File: src/rtl/mips_pkg.sv
`default_nettype none
// ============================================================================
//  Module      : mips_pkg
//  Description : Shared MIPS constants and helpers. The fetch stage, the
//                decode Controller and EX use these definitions so that
//                they all compute the same pseudo-direct jump target and
//                agree on the bubble encoding.
//  Contents    : NOP_INS, opcode/funct constants, pseudo_direct_target()
//  Revision    : 1.0 - initial release
// ============================================================================
package mips_pkg;

  // Encoding placed in IF/ID when a bubble is inserted (sll $0,$0,0).
  localparam logic [31:0] NOP_INS  = 32'h0000_0000;

  localparam logic [5:0]  OP_J     = 6'h02;
  localparam logic [5:0]  OP_JAL   = 6'h03;
  localparam logic [5:0]  OP_LW    = 6'h23;
  localparam logic [5:0]  FUNCT_JR = 6'h08;

  // j/jal target: upper nibble of the delay-free PC+4, the 26-bit
  // instruction index, and a word-aligning 2'b00.
  function automatic logic [31:0] pseudo_direct_target(
    input logic [3:0]  pc4_hi,
    input logic [25:0] instr_index
  );
    return {pc4_hi, instr_index, 2'b00};
  endfunction

endpackage
`default_nettype wire

File: src/rtl/sat_counter.sv
`default_nettype none
// ============================================================================
//  Module      : sat_counter
//  Description : Event counter that sticks at all-ones. A clear request in
//                the same cycle as an increment wins.
//  Ports       : clk    in   clock
//                rst_n  in   asynchronous active-low reset
//                inc    in   count one event
//                clr    in   synchronous clear to zero
//                count  out  CNT_W-bit count value
//  Revision    : 1.0 - initial release
// ============================================================================
module sat_counter #(
  parameter int unsigned CNT_W = 16
) (
  input  logic             clk,
  input  logic             rst_n,
  input  logic             inc,
  input  logic             clr,
  output logic [CNT_W-1:0] count
);

  localparam logic [CNT_W-1:0] CNT_ONE = {{(CNT_W-1){1'b0}}, 1'b1};
  localparam logic [CNT_W-1:0] CNT_MAX = {CNT_W{1'b1}};

  logic [CNT_W-1:0] count_q;
  logic [CNT_W-1:0] count_d;

  always_comb begin
    count_d = count_q;
    if (clr) begin
      count_d = '0;
    end else if (inc && (count_q != CNT_MAX)) begin
      count_d = count_q + CNT_ONE;
    end
  end

  always_ff @(posedge clk or negedge rst_n) begin
    if (!rst_n) begin
      count_q <= '0;
    end else begin
      count_q <= count_d;
    end
  end

  assign count = count_q;

endmodule
`default_nettype wire

File: src/rtl/fetch_stage.sv
`default_nettype none
// ============================================================================
//  Module      : fetch_stage
//  Description : MIPS instruction fetch with the IF/ID pipeline register.
//                Owns the PC, applies the Controller's stall/redirect for
//                the instruction in ID, and adds a run/halt/single-step
//                FSM plus saturating stall/flush counters for debug.
//  Ports       : clk, rst_n             clock, async active-low reset
//                imem_addr / imem_rdata combinational instruction memory
//                stall, jump_out,       Controller controls for the ID
//                j_jump, jr_target      instruction and the jr target
//                run_en, step           free-run enable / step pulse
//                cnt_clr                clear both event counters
//                pc, if_id_*            PC and IF/ID register contents
//                halted                 FSM is in HALT
//                stall_cnt, flush_cnt   bubble / redirect counts
//  Revision    : 1.0 - initial release
// ============================================================================
module fetch_stage
  import mips_pkg::*;
#(
  parameter logic [31:0] RESET_PC = 32'h0000_0000,
  parameter int unsigned CNT_W    = 16
) (
  input  logic             clk,
  input  logic             rst_n,
  output logic [31:0]      imem_addr,
  input  logic [31:0]      imem_rdata,
  input  logic             stall,
  input  logic             jump_out,
  input  logic             j_jump,
  input  logic [31:0]      jr_target,
  input  logic             run_en,
  input  logic             step,
  input  logic             cnt_clr,
  output logic [31:0]      pc,
  output logic [31:0]      if_id_ins,
  output logic [31:0]      if_id_pc4,
  output logic             if_id_valid,
  output logic             halted,
  output logic [CNT_W-1:0] stall_cnt,
  output logic [CNT_W-1:0] flush_cnt
);

  localparam logic [0:0] ST_RUN  = 1'b0;
  localparam logic [0:0] ST_HALT = 1'b1;

  logic [0:0]  state_q, state_d;
  logic [31:0] pc_q, pc_d;
  logic [31:0] ins_q, ins_d;
  logic [31:0] pc4_q, pc4_d;
  logic        valid_q, valid_d;

  logic        advance;
  logic        ctl_jump;
  logic        ctl_stall;
  logic        stall_inc;
  logic        flush_inc;
  logic [31:0] pc_plus4;
  logic [31:0] jump_target;

  always_comb begin
    pc_plus4    = pc_q + 32'd4;
    // A bubble in ID must never stall or redirect; this also guarantees
    // that a combinational stall from the Controller releases after one
    // bubble.
    ctl_jump    = jump_out & valid_q;
    ctl_stall   = stall & valid_q;
    advance     = (state_q == ST_RUN) ? run_en : step;
    jump_target = j_jump ? pseudo_direct_target(pc4_q[31:28], ins_q[25:0])
                         : jr_target;

    state_d = state_q;
    if (state_q == ST_RUN) begin
      if (!run_en) state_d = ST_HALT;
    end else begin
      if (run_en) state_d = ST_RUN;
    end

    pc_d      = pc_q;
    ins_d     = ins_q;
    pc4_d     = pc4_q;
    valid_d   = valid_q;
    stall_inc = 1'b0;
    flush_inc = 1'b0;

    if (advance) begin
      if (ctl_jump) begin
        // No delay slot: the word fetched this cycle is dropped.
        pc_d      = jump_target;
        ins_d     = NOP_INS;
        pc4_d     = 32'h0;
        valid_d   = 1'b0;
        flush_inc = 1'b1;
      end else if (ctl_stall) begin
        // PC holds so the same word is fetched again next cycle.
        ins_d     = NOP_INS;
        pc4_d     = 32'h0;
        valid_d   = 1'b0;
        stall_inc = 1'b1;
      end else begin
        ins_d     = imem_rdata;
        pc4_d     = pc_plus4;
        valid_d   = 1'b1;
        pc_d      = pc_plus4;
      end
    end
  end

  always_ff @(posedge clk or negedge rst_n) begin
    if (!rst_n) begin
      state_q <= ST_RUN;
      pc_q    <= RESET_PC;
      ins_q   <= NOP_INS;
      pc4_q   <= 32'h0;
      valid_q <= 1'b0;
    end else begin
      state_q <= state_d;
      pc_q    <= pc_d;
      ins_q   <= ins_d;
      pc4_q   <= pc4_d;
      valid_q <= valid_d;
    end
  end

  sat_counter #(.CNT_W(CNT_W)) u_stall_cnt (
    .clk   (clk),
    .rst_n (rst_n),
    .inc   (stall_inc),
    .clr   (cnt_clr),
    .count (stall_cnt)
  );

  sat_counter #(.CNT_W(CNT_W)) u_flush_cnt (
    .clk   (clk),
    .rst_n (rst_n),
    .inc   (flush_inc),
    .clr   (cnt_clr),
    .count (flush_cnt)
  );

  assign imem_addr   = pc_q;
  assign pc          = pc_q;
  assign if_id_ins   = ins_q;
  assign if_id_pc4   = pc4_q;
  assign if_id_valid = valid_q;
  assign halted      = (state_q == ST_HALT);

endmodule
`default_nettype wire

File: config.mk
export PLATFORM = sky130hd
export DESIGN_NAME = fetch_stage
export DESIGN_NICKNAME = d
export VERILOG_FILES = /design/src/rtl/mips_pkg.sv /design/src/rtl/sat_counter.sv /design/src/rtl/fetch_stage.sv
export SDC_FILE = /design/constraint.sdc
export NUM_CORES = 1
export LEC_CHECK = 0
export CAP_MARGIN = 30
export CORE_ASPECT_RATIO = 0.9
export CORE_MARGIN = 1.5
export CORE_UTILIZATION = 47
export CTS_CLUSTER_DIAMETER = 200
export CTS_CLUSTER_SIZE = 25
export DETAILED_ROUTE_END_ITERATION = 10
export PLACE_DENSITY = 0.8
export SLEW_MARGIN = 20
export SYNTH_ARGS = -nofsm -noshare
export SYNTH_HDL_FRONTEND = slang
export SYNTH_SLANG_ARGS = --single-unit
File: constraint.sdc
create_clock -name clk -period 2.47 [get_ports clk]
set_clock_uncertainty 0.15 [all_clocks]
set_input_delay 0.247 -clock clk [delete_from_list [all_inputs] [get_ports clk]]
set_output_delay 0.247 -clock clk [all_outputs]
set_load 0.005 [all_outputs]
==> results of run 1 <==
[synth_stat cells, drive strengths merged (7+ instances only)]
cell and instances:
nor2 53, nand2 66, nor2b 8, dfrtp 130
buf 51, a21oi 29, xor2 18, o22a 7
clkbuf 30, a211oi 10, mux2i 18, and4 7
a22o 36, and3 10, xnor2 32, mux2 8
nand3 35, o21ai 40, nand4 18, nor3 11
nor4 22, a31oi 8
[logic make-up after synthesis]
group,after synthesis,share of synthesized area [%]
simple gates,256,19.7
compound gates,165,16.3
fa+ha+maj,3,0.532
buf+inv,87,7.38
xor+xnor,50,6.21
mux,26,3.83
flops,130,46.1
[final cells by class]
type / count / area [µm²]
clock buffer: 20 / 467
inverter: 6 / 22.5
clock inverter: 12 / 133
timing repair buffer: 280 / 2720
multi-input combinational: 500 / 3300
sequential: 130 / 3250
tap: 198 / 248
fill: 1146 / 4570
[cell usage in the layout, fill, tap and decap left out, types with 10 or more instances in the layout]
cell type and count:
and3_1 10, clkbuf_16 17, a21oi_1 29, nand4_1 16, clkdlybuf4s50_1 231, a22o_1 36, mux2i_1 17, nor3_1 11
nor2_1 53, o21ai_0 36, xnor2_1 32, nand2_1 65, nand3_1 33, nor4_1 17, buf_4 43, dfrtp_1 130
a211oi_1 10, xor2_1 18
[through the flow]
step,hold slack (ns),setup WS (ns)
after CTS,0.191,0.217
after global placement,0.0757,0.221
after floorplan,-0.199,0.309
after global routing,0.214,0.0891
final,0.178,0.172
after detailed placement,0.0781,0.184
[worst register-to-register path, stage by stage (launching register included)]
cell and delay [ns]:
dfrtp_1 0.49, ha_1 0.27, nand3_1 0.13, nor4_2 0.43, and4_1 0.32, o21ai_0 0.09, a211o_1 0.30
[report_power, final]
part           leakage [nW]  switching [mW]  total [mW]  internal (mW)
logic                  2.21            1.34        3.19           1.85
clock network         0.276           0.986        2.55           1.56
registers              1.66           0.490        3.06           2.57
[path summary, 6_finish.rpt]
check | startpoint | end | slack, ns
worst max-delay path | imem_addr[2]$_DFFE_PN0P_ | imem_addr[18]$_DFFE_PN0P_ | 0.17
worst min register to register | if_id_pc4[15]$_DFFE_PN0P_ | if_id_pc4[15]$_DFFE_PN0P_ | 0.33
max in group asynchronous | rst_n | if_id_pc4[29]$_DFFE_PN0P_ | 1.25
min in group clk | jr_target[1] | imem_addr[1]$_DFFE_PN0P_ | 0.25
worst min-delay path | rst_n | u_flush_cnt.count[7]$_DFFE_PN0P_ | 0.18
worst max register to register | imem_addr[2]$_DFFE_PN0P_ | imem_addr[18]$_DFFE_PN0P_ | 0.17
[state kept, by name, summed over array words and instances (netlist names)]
register,count
halted,1
if_id_ins,32
if_id_pc4,32
if_id_valid,1
imem_addr,32
u_flush_cnt.count,16
u_stall_cnt.count,16
[metal layers]
layer	track usage, %	part of all wire [%]	vias to the layer above
met1	38.2	42	3125
met3	7.11	8.0	37
met4	9.65	2.1	0
met2	44.2	47	303
li1	-	-	3023
met5	0	0	-
[repair_timing]
item	4_1_cts	5_1_grt
endpoints found under the hold margin	48	0
hold buffers	1	0
setup buffers	0	0
==> reports/results.ini, run 1 <==
[place]
dpl_cell_area_um2 = 9530
portBuffers = 233
dp_hpwl_mm = 15.9
numPlacedInstances = 1113
globalplace.congestion = 0.917

[floorplanning]
die_x_um = 132
fp.coreArea_um2 = 14700
start_util_pct = 47.9
rows = 42
die_h_um = 119
io_pins = 234
die-area_um2 = 15800

[synth]
syn_inst = 717
ys_seq_elements = 130
ys_seq_area_share_pct = 46.1
synth.largest_area_cell = dfrtp_1
syn_avg_cell_area_um2 = 9.84
yosysTopAreaCellShare_pct = 46.1
synthesis.nets = 792
async_reset_ff_share_pct = 100
synth_cell_type_count = 67
synth_area_um2 = 7050
synth_edf_count = 0
yosys_warnings = 0
synth.area.top_cells = dfrtp_1 46%, a22o_1 4.5%, xnor2_1 4.0%, buf_4 3.6%, nand2_1 3.5%
synthFlopType = dfrtp_1

[drt]
wl_per_cell_um = 19.1
vias = 6488
antenna_left = 0
remaining_drc_errors = 0
wl_mm = 21.8
drt_pre_antenna_iters = 5
viasPerCell = 5.66
drt-initial-drc-count = 537

[sta]
fmax_mhz = 435
worst_pin_slew_ns = 0.581
hold_viol = 0
max_slew_margin_pct = 60.9
rsz0062_at_grt = no
drv_slew = 0
post-route-period-util_pct = 93.0
period_minus_slack_ns = 2.30
tns_ns = 0
setup_violations = 0

[setup_path]
crit_family = simple AND/OR/NAND/NOR gates
cp_num_cells = 6
path_cells = ha_1 -> nand3_1 -> nor4_2 -> and4_1 -> o21ai_0 -> a211o_1
max_stage_delay_ns = 0.49
cp_slowest_cell = dfrtp_1
cp-start-kind = flip-flop
end_kind = flip-flop
path_class = reg -> reg
rr_worst_depth = 6
crit_arrival_ns = 2.46
cp_data_required_time_ns = 2.63
path_buf_inv = 0
worst-path-max-fanout = 8

[global_routing]
grt_pass1_wl_mm = 34.1
grt_pass1_vias = 6169
gr-total-overflow = 0
grt_max_degree = 56
antenna_found_initial = 0
track_usage_pct = 28.2

[status]
status = finished clean

[cts]
cts_buffers = 17
clk_pin_slew_ns = 0.06
cts_tree = yes
h-tree-depth = 4
clkSinkCount = 130
cts.path.max_buffers = 2
post_cts_resized = 0
worstSkewPairLatency_ns = 0.43
cts-root-buf = clkbuf_16

[power]
power_density_nw_per_um2 = 868
p_leak_nw = 4.14
peakVddDrop_mv = 0.543
power_mw = 8.80

[cells_and_area]
diodes = 0
final_nets = 1010
drive_gt1_share_pct = 11.2
final_util_pct = 68.9
finalInstanceArea_um2 = 10100
synthToLayoutAreaGrowth_pct = 43.7
stdcell_count = 1146

[flow_run]
maxCapViolations = 0

[hold_path]
hold_class = in -> async

Note: power is estimated with default switching activity, not from simulation.
==> run 2: changes to the inputs <==
- CAP_MARGIN: 30 -> unset
==> results of run 2 <==
Final layout, timing and power as in run 1 (identical DEF).
